File: src/rtl/ifid_skid_reg.sv
// IF/ID pipeline register with a registered-ready 2-entry skid buffer and flush.
// Optional macro IFID_NOP_INJECT_EN forces id_instr to the canonical NOP while id_valid=0.
module ifid_skid_reg #(
    parameter int              XLEN        = 32,
    parameter int              ILEN        = 32,
    parameter logic [XLEN-1:0] RESET_PC    = '0,
    parameter logic [ILEN-1:0] RESET_INSTR = '0
) (
    input  logic            clk,
    input  logic            rst,
    input  logic            if_valid,
    output logic            if_ready,
    input  logic [XLEN-1:0] if_pc,
    input  logic [ILEN-1:0] if_instr,
    output logic            id_valid,
    input  logic            id_ready,
    output logic [XLEN-1:0] id_pc,
    output logic [ILEN-1:0] id_instr,
    input  logic            flush,
    output logic [1:0]      occupancy
);

    // The state value is the number of buffered beats, so it doubles as occupancy.
    typedef enum logic [1:0] {
        EMPTY = 2'd0,
        ONE   = 2'd1,
        FULL  = 2'd2
    } state_t;

    state_t state, state_nxt;

    logic [XLEN-1:0] m_pc, s_pc;
    logic [ILEN-1:0] m_instr, s_instr;
    logic            accept, consume;
    logic            m_load_in, m_load_skid, s_load;

    // NOTE: sequential state uses non-blocking assignments so every flop samples pre-edge values.
    always_ff @(posedge clk or posedge rst) begin
        if (rst) state <= EMPTY;
        else     state <= state_nxt;
    end

    // NOTE: default assignment first so no path through the case infers a latch.
    always_comb begin
        state_nxt = state;
        if (flush) begin
            state_nxt = EMPTY;
        end else begin
            case (state)
                EMPTY: if (accept) state_nxt = ONE;
                ONE: begin
                    if (accept && !consume)      state_nxt = FULL;
                    else if (!accept && consume) state_nxt = EMPTY;
                end
                FULL:    if (consume) state_nxt = ONE;
                default: state_nxt = EMPTY;
            endcase
        end
    end

    // Handshake outputs depend only on the state register, never on id_ready.
    always_comb begin
        if_ready  = (state != FULL);
        id_valid  = (state != EMPTY);
        occupancy = state;
    end

    assign accept      = if_valid & if_ready;
    assign consume     = id_valid & id_ready;
    assign m_load_in   = accept & ((state == EMPTY) | ((state == ONE) & consume));
    assign m_load_skid = (state == FULL) & consume;
    assign s_load      = accept & (state == ONE) & ~consume;

    // NOTE: payload registers are reset because id_pc/id_instr have defined reset values.
    always_ff @(posedge clk or posedge rst) begin
        if (rst) begin
            m_pc    <= RESET_PC;
            m_instr <= RESET_INSTR;
            s_pc    <= RESET_PC;
            s_instr <= RESET_INSTR;
        end else if (!flush) begin
            // Flush clears only the valid bits; payload keeps its last value.
            if (m_load_in) begin
                m_pc    <= if_pc;
                m_instr <= if_instr;
            end else if (m_load_skid) begin
                m_pc    <= s_pc;
                m_instr <= s_instr;
            end
            if (s_load) begin
                s_pc    <= if_pc;
                s_instr <= if_instr;
            end
        end
    end

    assign id_pc = m_pc;

`ifdef IFID_NOP_INJECT_EN
    localparam logic [ILEN-1:0] NOP_INSTR = ILEN'(32'h0000_0013);
    assign id_instr = id_valid ? m_instr : NOP_INSTR;
`else
    assign id_instr = m_instr;
`endif

endmodule

File: config.mk
export PLATFORM = sky130hd
export DESIGN_NAME = ifid_skid_reg
export DESIGN_NICKNAME = d
export VERILOG_FILES = /design/src/rtl/ifid_skid_reg.sv
export SDC_FILE = /design/constraint.sdc
export NUM_CORES = 1
export LEC_CHECK = 0
export ABC_AREA = 1
export CORE_MARGIN = 2
export CORE_UTILIZATION = 30
export DETAILED_ROUTE_END_ITERATION = 10
export GPL_TIMING_DRIVEN = 0
export SKIP_LAST_GASP = 1
export SLEW_MARGIN = 10
export SYNTH_ARGS = -nofsm -noshare
export SYNTH_HDL_FRONTEND = slang
export SYNTH_SLANG_ARGS = --single-unit
File: constraint.sdc
create_clock -name clk -period 5.65 [get_ports clk]
set_clock_uncertainty 0.15 [all_clocks]
set_input_delay 1.695 -clock clk [delete_from_list [all_inputs] [get_ports clk]]
set_output_delay 1.695 -clock clk [all_outputs]
set_load 0.1 [all_outputs]
# Word-level counts from Yosys, hierarchy flattened
# Index checks and enable logic that the tools add are counted.
# op_classes
bitwise_logic,10
n_eq_ne,6
reduce_logical,10
muxes,10
# ops
op,count
two-way mux 32 bit,4
two-way mux 2 bit,5
AND 1 bit,7
"inequality test 3 bit, second input constant",2
case mux 2 bit (3 select lines),1
"inequality test 4 bit, second input constant",1
AND reduction 2 bit,2
nonzero test 2 bit,2
AND reduction 3 bit,1
"== test 2 x 1 -> 1 bit, second input constant",1
"== test 2 bit, second input constant",1
logical AND 1 bit,2
zero test 1 bit,2
zero test 2 bit,1
"inequality test 2 bit, second input constant",1
NOT 1 bit,2
OR 1 bit,1
# word_totals
regBits,130
wordCells,41
input_bits,69

# Depth between registers and ports, before layout
# logic_depth
word_depth,8
depth_mapped,10
mapped_depth_nobuf,8

# Worst setup path after synthesis
# Ideal clock, no wire load.
# synth_timing
path_type,register -> output
start,register state[0] (netlist: occupancy[0])
end,output port id_valid
arrival_time_ps,1808
stages_incl_launch_ff,3
setup_slack_ps,1997
path_cell_list,dfrtp_1 > inv_2 > nand2_1
# synth_via
elab_chain_len,1
# synth_rtl
element,line,source
start: declaration,30,"state_t state, state_nxt;"
start signal: assignment,40,else state <= state_nxt;
nonzero test 2 bit,64,id_valid = (state != EMPTY);
end: declaration,15,"output logic id_valid,"
# Every way passes these cells.

# Worst setup path after layout
# Same ends and word-level chain as after synthesis.

==> metrics.txt <==
# TYPE chip_impl_metric gauge
chip_impl_metric{name="cts_htree_levels",unit=""} 4
chip_impl_info{name="cts_tree",value="yes"} 1
chip_impl_metric{name="hold-path-cell-count",unit=""} 2
chip_impl_metric{name="grt_max_degree",unit=""} 69
chip_impl_metric{name="yosys_warnings",unit=""} 0
chip_impl_metric{name="fp.dieH",unit="µm"} 142.9
chip_impl_info{name="cp_slowest_cell",value="clkdlybuf4s50_1"} 1
chip_impl_metric{name="worst_slew_pin_slew",unit="ns"} 1.032
chip_impl_metric{name="clkSinkCount",unit=""} 130
chip_impl_metric{name="synthToLayoutAreaGrowth",unit="%"} 39.73
chip_impl_metric{name="grt_antenna_before_repair",unit=""} 0
chip_impl_info{name="hp-start",value="s_pc[17]$_DFFE_PP0P_"} 1
chip_impl_metric{name="drive_gt1_frac",unit=""} 0.08513
chip_impl_metric{name="place.gp.congestion",unit=""} 0.7542
chip_impl_info{name="crit-reg2reg-capture",value="s_pc[22]$_DFFE_PP0P_"} 1
chip_impl_info{name="holdPathEnd",value="s_pc[17]$_DFFE_PP0P_"} 1
chip_impl_metric{name="routed-via-count",unit=""} 4934
chip_impl_metric{name="tritoncts.num_buffers",unit=""} 17
chip_impl_metric{name="wl_per_cell",unit="µm"} 13.02
chip_impl_metric{name="insertion_delay",unit="ns"} 0.41
chip_impl_metric{name="library_cells_used_by_synthesis",unit=""} 15
chip_impl_metric{name="global_route_wire_length_before_repair",unit="µm"} 24300
chip_impl_metric{name="synthesis.area_per_instance",unit="µm²"} 8.114
chip_impl_metric{name="synthesis.area",unit="µm²"} 5786
chip_impl_metric{name="boundaryPins",unit=""} 137
chip_impl_metric{name="grt_overflow",unit=""} 0
chip_impl_metric{name="cap_violations",unit=""} 0
chip_impl_metric{name="final.hold.worst_slack",unit="ns"} 0.3344
chip_impl_info{name="synth_top_cells_by_area",value="dfrtp_1, o21ai_0, nand2_1, inv_1, buf_2"} 1
chip_impl_info{name="run_status",value="completed"} 1
chip_impl_info{name="rsz_0062_raised_after_global_routing",value="false"} 1
chip_impl_metric{name="cp.arrival",unit="ns"} 2.23
chip_impl_metric{name="maxClockFrequency",unit="GHz"} 0.2457
chip_impl_metric{name="post-route-drc-count",unit=""} 0
chip_impl_metric{name="final_layout_net_count",unit=""} 938
chip_impl_metric{name="placed_area",unit="µm²"} 7505
chip_impl_metric{name="vias_per_cell",unit=""} 4.324
chip_impl_metric{name="report.final.slew_viol_count",unit=""} 0
chip_impl_metric{name="drt-total-wl",unit="µm"} 14850
chip_impl_metric{name="row_count",unit=""} 50
chip_impl_info{name="timing.critical_path.to_type",value="output pin"} 1
chip_impl_metric{name="clock_pin_slew_on_the_worst_setup_and_hold_paths",unit="ns"} 0.06
chip_impl_metric{name="ff2ff_setup_slack",unit="ns"} 3.89
chip_impl_metric{name="gr-usage-all-layers",unit=""} 0.1520
chip_impl_metric{name="grt_pass1_vias",unit=""} 4812
chip_impl_metric{name="timing.critical_path.slowest_cell_delay",unit="ns"} 1.17
chip_impl_metric{name="finalWorstPathRequiredPeriod",unit="ns"} 4.071
chip_impl_metric{name="die_width",unit="µm"} 142.9
chip_impl_metric{name="post-cts-setup-buffers",unit=""} 0
chip_impl_metric{name="postLayoutCellArea",unit="µm²"} 8084
chip_impl_info{name="r2r-start",value="occupancy[1]$_DFFE_PP0P_"} 1
chip_impl_metric{name="timing_hold_violations_final",unit=""} 0
chip_impl_info{name="yosysTopAreaCell",value="dfrtp_1"} 1
chip_impl_metric{name="port_buffers",unit=""} 136
chip_impl_metric{name="vdd_ir_drop_max",unit="V"} 0.0002176
chip_impl_metric{name="finalCritPeriodShare",unit=""} 0.7205
chip_impl_metric{name="place.detailed.hpwl",unit="µm"} 10140
chip_impl_metric{name="leak_pwr",unit="µW"} 0.003846
chip_impl_metric{name="final_core_utilization",unit=""} 0.4293
chip_impl_metric{name="worstPathMaxFanout",unit=""} 8
chip_impl_metric{name="design_power_total",unit="µW"} 3741
chip_impl_metric{name="drt_pre_antenna_iters",unit=""} 4
chip_impl_info{name="cts_root_buffer",value="clkbuf_16"} 1
chip_impl_metric{name="area_share_of_the_largest_cell_type_after_synthesis",unit=""} 0.5623
chip_impl_metric{name="syn-instance-count",unit=""} 713
chip_impl_metric{name="post_cts_resized",unit=""} 0
chip_impl_metric{name="start_util",unit=""} 0.3072
chip_impl_info{name="timing.setup.critical_path_class",value="reg -> out"} 1
chip_impl_metric{name="die-area",unit="µm²"} 20410
chip_impl_metric{name="n_antenna_cell",unit=""} 0
chip_impl_metric{name="power-per-cell-area",unit="nW/µm²"} 462.7
chip_impl_metric{name="syn_nets",unit=""} 782
chip_impl_metric{name="worstPathRequired",unit="ns"} 3.81
chip_impl_metric{name="cts_hold_buffers",unit=""} 0
chip_impl_metric{name="setup_viol",unit=""} 0
chip_impl_metric{name="synth.yosys.seq_area_share",unit=""} 0.5623
chip_impl_info{name="timing.critical_path.cells",value="inv_2 -> nand2_1 -> clkdlybuf4s50_1"} 1
chip_impl_metric{name="clk_path_buf_depth",unit=""} 2
chip_impl_metric{name="drt.antenna.violating_nets",unit=""} 0
chip_impl_metric{name="max_slew_margin",unit=""} 0.3101
chip_impl_metric{name="core_area",unit="µm²"} 18830
chip_impl_metric{name="seq_cells_post_synth",unit=""} 130
chip_impl_info{name="min_path_type",value="reg -> reg"} 1
chip_impl_metric{name="r2r_cells",unit=""} 7
chip_impl_metric{name="starting_drc_count_in_detailed_routing",unit=""} 285
chip_impl_info{name="setup.worst_path.start_class",value="register"} 1
-- placed cells by master, fill, tap and decap left out --
cell type        instances
nand2_1                199
o21ai_0                172
clkdlybuf4s50_1        136
inv_1                  132
dfrtp_1                130
buf_2                   22
o21ai_1                 21
clkbuf_16               17
buf_4                   13
clkbuf_1                 6
nand3_1                  5
clkinv_2                 5
inv_2                    3
nand4_1                  3
clkbuf_8                 3
nand2_2                  2
clkbuf_2                 2
nor2_1                   2
clkinvlp_4               2
bufinv_16                2
a21oi_2                  1
inv_6                    1
clkinv_4                 1
buf_16                   1
-- flip-flops by register name, indices dropped and copies added, names as in the netlist --
signal / flops
s_instr: 32
occupancy: 2
id_pc: 32
id_instr: 32
s_pc: 32
-- report_power, final --
group	total (µW)	internal (µW)	switching [µW]
registers	1280	1160	121
clock network	1080	678	402
logic	1380	357	1020
total	3740	2200	1540
-- worst max-delay path, delay by kind of cell (launching register included) --
kind	cells	cell delay, ns
DFF	1	0.47
and+or+nand+nor	1	0.09
buffers and inverters	2	1.25
-- cell usage after synthesis (all sizes together) --
cell type  count
nand2        201
a21oi          1
nand4          3
inv          136
o21ai        193
buf           35
dfrtp        130
nand3          5
nor2           2
clkbuf         7
-- per-layer routing --
metal | wire length (µm) | GRT usage | vias to the layer above
met5 | 0 | 0 | -
met4 | 240 | 0.05263 | 0
met3 | 838 | 0.04259 | 15
met2 | 6705 | 0.2315 | 113
met1 | 7069 | 0.2082 | 2300
li1 | - | - | 2506
-- per-stage QoR --
step / setup slack [ns] / instances / setup TNS (ns)
finish: 1.579 / 1141 / 0
global route: 1.487 / 1141 / 0
CTS: 1.551 / 1141 / 0
detailed placement: 2.003 / 1110 / 0
global placement: -1.768 / 1109 / -228.58
floorplan: 0.3357 / 713 / 0
-- worst max-delay path by stage --
stage               slack [ns]                startpoint                       end  cells past startpoint
finish                    1.58  occupancy[0]$_DFFE_PP0P_                  id_valid                      3
CTS                       1.55  occupancy[0]$_DFFE_PP0P_                  id_valid                      3
floorplan                 0.34                       rst   id_instr[0]$_DFFE_PP0P_                      1
detailed placement        2.00  occupancy[0]$_DFFE_PP0P_                  id_valid                      3
global placement         -1.77                       rst  id_instr[30]$_DFFE_PP0P_                      2
global route              1.49  occupancy[0]$_DFFE_PP0P_                  id_valid                      3
-- cells by family (layout without fill, tap and decap cells) --
family,count (synthesis),count (layout),share of synthesized area
AND/OR/NAND/NOR,211,211,0.1401
AO/OA/AOI/OAI,194,194,0.1685
buffers and inverters,178,346,0.1291
flip-flops,130,130,0.5623
-- layout make-up --
class / instances / area (µm²)
clock buffer: 21 / 470.5
clock inverter: 10 / 108.9
sequential: 130 / 3253
tap: 260 / 325.3
multi-input combinational: 405 / 1785
timing repair buffer: 137 / 1389
inverter: 136 / 515.5
fill: 1914 / 10750
buffer: 42 / 236.5
(Power assumes the default switching activity.)
